**src/rtl/adc_delay_train.sv**
```systemverilog
// Per-lane input-delay calibration: sweeps every tap on all lanes against the ADC
// alternating test pattern, then loads the centre of each lane's widest clean window.
module adc_delay_train #(
   parameter int LANES       = 8,
   parameter int TAP_W       = 5,
   parameter int SETTLE      = 8,
   parameter int DWELL       = 64,
   parameter int MIN_EYE     = 4,
   parameter int DEFAULT_TAP = 16
) (
   input  logic                         sample_clk,
   input  logic                         reset_n,
   input  logic                         start,
   input  logic [LANES-1:0]             lane_data,
   output logic [LANES-1:0]             delay_ld,
   output logic [LANES*TAP_W-1:0]       delay_val,
   output logic                         busy,
   output logic                         done,
   output logic [LANES-1:0]             fail,
   output logic [LANES*(TAP_W+1)-1:0]   eye_len
);

   // state    | meaning
   // S_IDLE   | waiting for start
   // S_LOAD   | tap t strobed into every delay element
   // S_SETTLE | delay element settling, no scoring
   // S_CHECK  | scoring toggle pattern for DWELL cycles
   // S_UPDATE | fold the tap result into the window trackers
   // S_FINAL  | load window centres (or default) and latch eye_len
   // S_DONE   | one-cycle done pulse
   typedef enum logic [2:0] {
      S_IDLE, S_LOAD, S_SETTLE, S_CHECK, S_UPDATE, S_FINAL, S_DONE
   } state_t;

   localparam int LEN_W   = TAP_W + 1;
   localparam int CNT_MAX = (SETTLE > DWELL) ? SETTLE : DWELL;
   localparam int CNT_W   = $clog2(CNT_MAX + 1);
   localparam logic [TAP_W-1:0] T_MAX     = {TAP_W{1'b1}};
   localparam logic [TAP_W-1:0] T_DEFAULT = TAP_W'(DEFAULT_TAP);
   localparam logic [LEN_W-1:0] L_MIN     = LEN_W'(MIN_EYE);
   localparam logic [CNT_W-1:0] SETTLE_LD = CNT_W'(SETTLE - 1);
   localparam logic [CNT_W-1:0] DWELL_LD  = CNT_W'(DWELL - 1);

   state_t             state;
   logic [TAP_W-1:0]   tap;
   logic [CNT_W-1:0]   cnt;
   logic [LANES-1:0]   prev;
   logic [LANES-1:0]   err;

   logic [LEN_W-1:0]   cur_len    [LANES];
   logic [TAP_W-1:0]   cur_start  [LANES];
   logic [LEN_W-1:0]   best_len   [LANES];
   logic [TAP_W-1:0]   best_start [LANES];

   logic [LEN_W-1:0]   nxt_cur_len    [LANES];
   logic [TAP_W-1:0]   nxt_cur_start  [LANES];
   logic [LEN_W-1:0]   nxt_best_len   [LANES];
   logic [TAP_W-1:0]   nxt_best_start [LANES];
   logic [TAP_W-1:0]   fin_tap        [LANES];
   logic [LANES-1:0]   fin_fail;
   logic [TAP_W-1:0]   tap_inc;

   assign tap_inc = tap + TAP_W'(1);

   // Window trackers after this tap's result; the final load is computed from these
   // so the centre taps are strobed in the cycle right after the last UPDATE.
   always_comb begin
      fin_fail = '0;
      for (int i = 0; i < LANES; i++) begin
         nxt_cur_len[i]    = cur_len[i];
         nxt_cur_start[i]  = cur_start[i];
         nxt_best_len[i]   = best_len[i];
         nxt_best_start[i] = best_start[i];
         if (!err[i]) begin
            nxt_cur_len[i]   = cur_len[i] + LEN_W'(1);
            nxt_cur_start[i] = (cur_len[i] == '0) ? tap : cur_start[i];
            if (nxt_cur_len[i] > best_len[i]) begin
               nxt_best_len[i]   = nxt_cur_len[i];
               nxt_best_start[i] = nxt_cur_start[i];
            end
         end else begin
            nxt_cur_len[i] = '0;
         end
         if (nxt_best_len[i] >= L_MIN) begin
            fin_tap[i] = nxt_best_start[i] + TAP_W'(nxt_best_len[i] >> 1);
         end else begin
            fin_tap[i]  = T_DEFAULT;
            fin_fail[i] = 1'b1;
         end
      end
   end

   always_ff @(posedge sample_clk or negedge reset_n) begin
      if (!reset_n) begin
         state     <= S_IDLE;
         tap       <= '0;
         cnt       <= '0;
         prev      <= '0;
         err       <= '0;
         delay_ld  <= '0;
         delay_val <= '0;
         busy      <= 1'b0;
         done      <= 1'b0;
         fail      <= '0;
         eye_len   <= '0;
         for (int i = 0; i < LANES; i++) begin
            cur_len[i]    <= '0;
            cur_start[i]  <= '0;
            best_len[i]   <= '0;
            best_start[i] <= '0;
         end
      end else begin
         prev     <= lane_data;
         delay_ld <= '0;
         done     <= 1'b0;
         case (state)
            S_IDLE: begin
               if (start) begin
                  for (int i = 0; i < LANES; i++) begin
                     cur_len[i]    <= '0;
                     cur_start[i]  <= '0;
                     best_len[i]   <= '0;
                     best_start[i] <= '0;
                  end
                  fail      <= '0;
                  tap       <= '0;
                  busy      <= 1'b1;
                  delay_ld  <= '1;
                  delay_val <= '0;
                  state     <= S_LOAD;
               end
            end
            S_LOAD: begin
               err   <= '0;
               cnt   <= SETTLE_LD;
               state <= S_SETTLE;
            end
            S_SETTLE: begin
               if (cnt == '0) begin
                  cnt   <= DWELL_LD;
                  state <= S_CHECK;
               end else begin
                  cnt <= cnt - CNT_W'(1);
               end
            end
            S_CHECK: begin
               // a lane that failed to toggle since the previous sample is marked bad
               err <= err | ~(lane_data ^ prev);
               if (cnt == '0) begin
                  state <= S_UPDATE;
               end else begin
                  cnt <= cnt - CNT_W'(1);
               end
            end
            S_UPDATE: begin
               for (int i = 0; i < LANES; i++) begin
                  cur_len[i]    <= nxt_cur_len[i];
                  cur_start[i]  <= nxt_cur_start[i];
                  best_len[i]   <= nxt_best_len[i];
                  best_start[i] <= nxt_best_start[i];
               end
               delay_ld <= '1;
               if (tap == T_MAX) begin
                  for (int i = 0; i < LANES; i++) begin
                     delay_val[i*TAP_W +: TAP_W] <= fin_tap[i];
                     eye_len[i*LEN_W +: LEN_W]   <= nxt_best_len[i];
                  end
                  fail  <= fin_fail;
                  state <= S_FINAL;
               end else begin
                  for (int i = 0; i < LANES; i++) begin
                     delay_val[i*TAP_W +: TAP_W] <= tap_inc;
                  end
                  tap   <= tap_inc;
                  state <= S_LOAD;
               end
            end
            S_FINAL: begin
               done  <= 1'b1;
               state <= S_DONE;
            end
            S_DONE: begin
               busy  <= 1'b0;
               state <= S_IDLE;
            end
            default: state <= S_IDLE;
         endcase
      end
   end

endmodule

```
**config.mk**
```make
export PLATFORM = sky130hd
export DESIGN_NAME = adc_delay_train
export DESIGN_NICKNAME = d
export VERILOG_FILES = /design/src/rtl/adc_delay_train.sv
export SDC_FILE = /design/constraint.sdc
export NUM_CORES = 1
export LEC_CHECK = 0
export CORE_MARGIN = 3
export CORE_UTILIZATION = 60
export CTS_BUF_LIST = sky130_fd_sc_hd__clkbuf_4 sky130_fd_sc_hd__clkbuf_8
export DETAILED_ROUTE_END_ITERATION = 10
export PLACE_DENSITY_LB_ADDON = 0.08
export SLEW_MARGIN = 20
export SYNTH_ARGS = -nofsm -noshare
export SYNTH_HDL_FRONTEND = slang
export SYNTH_SLANG_ARGS = --single-unit
```
**constraint.sdc**
```tcl
create_clock -name sample_clk -period 5.8 [get_ports sample_clk]
set_input_delay 1.16 -clock sample_clk [delete_from_list [all_inputs] [get_ports sample_clk]]
set_output_delay 1.16 -clock sample_clk [all_outputs]
set_load 0.05 [all_outputs]
```
==> results of run 1 <==
==> flip-flops by register name, indices dropped and copies added, names as in the netlist <==
register    cells
busy            1
err             8
eye_len        48
cur_start      40
best_start     40
state           3
delay_val      40
fail            8
delay_ld        1
cur_len        48
cnt             7
done            1
prev            8
tap             5
best_len       48
==> cell usage in the layout, fill, tap and decap left out, types with 63 or more instances in the layout <==
master             n
dfrtp_1          306
nand2_1          298
o21ai_0          218
clkdlybuf4s50_1  115
inv_1            105
ha_1              98
a22o_1            81
mux2i_1           68
clkbuf_8          68
a21oi_1           63
nor2_1            63
==> cells in the mapped netlist (4+ instances only) <==
cell / number / area (µm²)
a31oi_1: 7 / 43.79
o21ai_1: 6 / 30.03
nor3_1: 17 / 85.08
xor2_1: 28 / 245.2
nand2_1: 300 / 1126
nand2b_1: 9 / 56.30
inv_1: 105 / 394.1
nand3_1: 49 / 245.2
ha_1: 99 / 1239
a21oi_1: 63 / 315.3
and3_1: 13 / 81.33
a21boi_0: 8 / 60.06
nor4_1: 18 / 112.6
nor2_1: 63 / 236.5
buf_4: 8 / 60.06
o21ai_0: 219 / 1096
nor2b_1: 12 / 75.07
a32o_1: 5 / 50.05
and2_1: 10 / 62.56
clkbuf_1: 88 / 330.3
buf_2: 4 / 20.02
a22o_1: 81 / 709.4
dfrtp_1: 306 / 7657
xnor2_1: 50 / 437.9
a21o_1: 21 / 157.7
o21a_1: 7 / 52.55
o22ai_1: 35 / 219.0
buf_1: 5 / 18.77
fa_1: 7 / 140.1
mux2_2: 8 / 90.09
mux2i_1: 68 / 680.7
==> where the power goes <==
part / switching [mW] / internal [mW]
clock network: 0.875 / 1.15
logic: 0.0460 / 0.0121
registers: 0.00122 / 2.14
==> layer usage <==
layer	share of wire, %	GRT usage (%)
met2	48	45.20
met4	2.9	9.476
met1	44	38.68
met3	5.0	4.184
met5	0	0
==> metrics by stage <==
step	util (%)	hold slack, ps	std cells	setup WS, ps
global placement	66.53	460.5	2174	1410
floorplan	-	444.7	1769	1766
CTS	70.55	483.3	2263	1177
detailed placement	66.53	469.6	2174	1220
global route	70.59	503.1	2263	778.5
finish	70.59	477.7	2263	1137
==> final cells by class <==
class	count	area [µm²]	share of cell area [%]
Clock buffer	77	1003	5.246
Clock inverter	12	87.58	0.4578
Inverter	106	397.9	2.080
Multi-Input combinational cell	1251	8167	42.69
Sequential cell	306	7657	40.03
Tap cell	372	465.4	2.433
Timing Repair Buffer	139	1351	7.064
==> final timing paths <==
path / start / to / slack (ps)
min reg2reg: eye_len[9] / eye_len[9] / 480
max: cur_len[12] / delay_val[29] / 1140
max reg2reg: cur_len[12] / delay_val[29] / 1140
max in group asynchronous: reset_n / fail[5] / 3830
min: eye_len[9] / eye_len[9] / 480
min in group asynchronous: reset_n / delay_ld[6] / 680
==> critical path, stage by stage (launching register included) <==
cell     delay [ps]
dfrtp_1         470
ha_1            280
nand3_1         130
xnor2_1         370
ha_1            330
and3_1          180
o21a_1          110
o31ai_2         700
mux2i_1         460
inv_1            90
ha_1            230
fa_1            410
a21o_1          180
a21oi_1         170
xnor2_1         150
a31oi_1         100
a21o_1          180
==> logic make-up (layout without fill, tap and decap cells) <==
kind of cell               Yosys count  count (layout)  synth area share, %
and+or+nand+nor                    510             510                13.47
AOI/OAI and AO/OA                  476             476                17.92
DFF                                306             306                46.09
buffers and inverters              212             334                5.046
adders and majority gates          107             107                8.367
xor gates and xnor gates            79              79                4.210
muxes                               79              79                4.902
==> impl_metrics.ini, run 1 <==
[drt]
drc = 0
vias_per_cell = 5.846
drt_iter0_markers = 806
drt.antenna.violating_nets = 0
num_vias = 13230
wl_um = 40450
wl_per_cell_um = 17.87
dr.pass1.iters = 5

[synth]
synth_flop_cell = dfrtp_1
netlist_instances = 1769
netlist_area_mm2 = 0.01661
ys_seq_area_share_pct = 46.09
synth_fp_nets = 1886
synth_warnings = 0
synth-seq-cells = 306
async_flop_share_pct = 100.0
ys_types = 65
synth-edff-count = 0
syn_avg_cell_area_um2 = 9.392

[global_route]
antenna_found_initial = 0
gr-total-overflow = 0
grt_pass1_wl_um = 66730
grt_pass1_vias = 13190
grt.total_usage_pct = 27.87
grt_max_degree = 130

[floorplan]
die_x_um = 172.4
die_area_mm2 = 0.02972
ios = 117
fp.dieH_um = 172.4
std_cell_rows = 60
coreArea_mm2 = 0.02710
start_util_pct = 61.31

[placement]
dp_hpwl_um = 27080
gp_congestion = 0.8906
numPortBuffers = 116
postPlaceCellArea_mm2 = 0.01803

[power]
max-vdd-ir-drop_uv = 229.4
p_total_mw = 4.220
p_per_area_mw_per_mm2 = 220.6
p_leak_nw = 8.938

[setup_path]
end_kind = flip-flop
critPathKind = flip-flop to flip-flop
startpoint_type = flip-flop
worstPathArrival_ps = 5120
rr_worst_depth = 16
cp_max_fo = 13
crit_required_ps = 6260

[layout]
nets = 1974
fillers = 2091
syn_to_final_growth_pct = 15.14
diodes = 0
stdcell_area_mm2 = 0.01913
drive_gt1_share_pct = 7.615

[min_path]
min_path_cells = 2
hp-class = flip-flop to flip-flop

[timing]
worst_clock_skew_ps = 14.21
timing.final.max_slew_violations = 0
hold_violations = 0
setup_tns_ps = 0
worstMarginPinSlew_ps = 1126
setup_viol = 0
period_share_pct = 80.39
rsz0062_at_grt = no
slew-limit-headroom_pct = 24.62
fin_crit_ps = 4663
timing.fmax_mhz = 214.5

[flow_run]
drv_cap = 0

[clock_network]
clock_latency_ps = 570
cts_setup_buffers = 0
ctsRootBufferMaster = clkbuf_8
cts.clk_slew.worst_paths_ps = 60
cts_tree = built
cts.path.max_buffers = 3
htreeDepth = 2
cts_hold_buf = 0
cts_resized = 0
clock-sinks = 306
numCtsBuffers = 53

[status]
status = completed
Note: power is estimated with default switching activity, not from simulation.
==> inputs of run 2 (changes only) <==
Settings changed: CORE_UTILIZATION 60 to 56.
Clock period 5.8 ns to 3.89 ns, I/O delays scaled along.
==> run 2 against run 1 <==
  * Total power rose by 53%
  * Setup slack lost 1000 ps
  * Non-clock buffer count increased by 93
  * Register-to-register slack got worse by 1000 ps
  * Count of clock-buffer cells in the layout rose by 3
  * Critical path depth decreased by 1
  * Sequential power increased by 49%
  * Sequential share of layout area down 2.2 points
==> impl_metrics.ini, run 2 (synthesis results as in run 1) <==
[status]
status = completed

[floorplan]
start_util_pct = 57.42
die_x_um = 178.2
ios = 117
die_area_mm2 = 0.03177
std_cell_rows = 62
fp.dieH_um = 178.2
coreArea_mm2 = 0.02894

[clock_network]
numCtsBuffers = 52
htreeDepth = 2
cts_tree = built
clock_latency_ps = 590
cts.clk_slew.worst_paths_ps = 60
cts.path.max_buffers = 3
ctsRootBufferMaster = clkbuf_8
clock-sinks = 306
cts_hold_buf = 0

[placement]
dp_cells = 2258
numPortBuffers = 116
post-place-ws_ps = -26.07
gp_congestion = 0.9161
dp_hpwl_um = 29550

[timing]
setup_viol = 0
timing.hold.ws_ps = 208.3
slew-limit-headroom_pct = 27.09
worstMarginPinSlew_ps = 1090
worst_clock_skew_ps = 23.97
fin_crit_ps = 3795
period_share_pct = 97.56
timing.final.ws_setup_ps = 94.91
hold_violations = 0
timing.fmax_mhz = 263.5
timing.final.max_slew_violations = 0

[flow_run]
drv_cap = 0

[layout]
reg.largest.list = best_len: 48 flops, cur_len: 48 flops, eye_len: 48 flops
syn_to_final_growth_pct = 22.03
final_common_cell = dfrtp_1
final_cell_mix = dfrtp_1, nand2_1, o21ai_0
drive_gt1_share_pct = 14.53
final_cells = 2373
diodes = 0
nets = 2066

[setup_path]
crit_required_ps = 4350
critPathKind = flip-flop to flip-flop
cp_max_fo = 7
end_kind = flip-flop
startpoint_type = flip-flop
worstPathArrival_ps = 4250

[drt]
drc = 0
dr.pass1.iters = 6
vias_per_cell = 5.781
wl_per_cell_um = 18.17
drt.antenna.violating_nets = 0
num_vias = 13720
wl_um = 43110
drt_iter0_markers = 963

[power]
p_leak_nw = 9.550
max-vdd-ir-drop_uv = 279.3
p_total_mw = 6.465
p_per_area_mw_per_mm2 = 318.9

[global_route]
grt_pass1_wl_um = 70170
grt_pass1_vias = 13490
gr-total-overflow = 0
antenna_found_initial = 0
grt_max_degree = 99
grt.total_usage_pct = 27.35

[min_path]
hp-class = input port to async pin
[run 2: cell count changes in the layout (fill, tap and decap cells not counted), sizes merged]
cell      change
clkinvlp      -1
bufinv        +2
inv           +1
clkbuf        +4
buf          +92
[run 2: final timing paths]
path / from / endpoint / slack [ps] / cells after the start
setup reg to reg: cur_len[42] / delay_val[4] / 90 / 15
max in group asynchronous: reset_n / best_len[9] / 2730 / 2
setup / recovery: cur_len[42] / delay_val[4] / 90 / 15
min in group sample_clk: eye_len[8] / eye_len[8] / 480 / 2
hold / removal: reset_n / best_len[19] / 210 / 1
hold reg to reg: eye_len[8] / eye_len[8] / 480 / 2
[run 2: layout make-up]
type                            count  area (µm²)
Timing Repair Buffer              232        2122
Sequential cell                   306        7664
Multi-Input combinational cell   1251        8449
Clock buffer                       80        1013
Clock inverter                     14       148.9
Fill cell                        2198        8660
Inverter                          106       397.9
Tap cell                          384       480.5
[run 2: timing repair]
item,CTS,global route
resized for setup,2,60
buffers inserted,0,21
setup endpoints to repair,1,21
pin swaps,0,9
[run 2: per-layer routing]
layer | vias up | wire [µm] | GRT usage, %
li1 | 6525 | - | -
met1 | 6709 | 19380 | 38.38
met2 | 394 | 20210 | 44.47
met3 | 91 | 2324 | 3.555
met4 | 0 | 1196 | 8.669
met5 | - | 0 | 0
[run 2: report_power, final]
| part | switching, mW | total, mW | internal [mW] | leakage (nW) |
|---|---|---|---|---|
| logic | 0.0687 | 0.0895 | 0.0208 | 5.44 |
| registers | 0.00183 | 3.19 | 3.19 | 3.48 |
| clock network | 1.33 | 3.19 | 1.86 | 0.625 |
[run 2: critical path, stage by stage, from the launching register on]
cell     delay [ps]
dfrtp_2         420
inv_1            70
ha_1            350
ha_1            330
nor2b_1         140
o21a_1          170
o21a_1          200
o31ai_4         300
mux2i_2         310
inv_1            80
ha_1            230
fa_2            360
nand2_1          70
o21ai_0         110
nor3b_1         160
or3b_1          390
[run 2: per-stage QoR]
stage	area [µm²]	setup TNS, ps	util, %
5_1_grt	20280	-182.2	70.07
6_report	20280	0	70.07
3_3_place_gp	18670	0	64.52
2_1_floorplan	16660	-39.41	-
3_5_place_dp	18670	-26.07	64.52
4_1_cts	19840	0	68.58
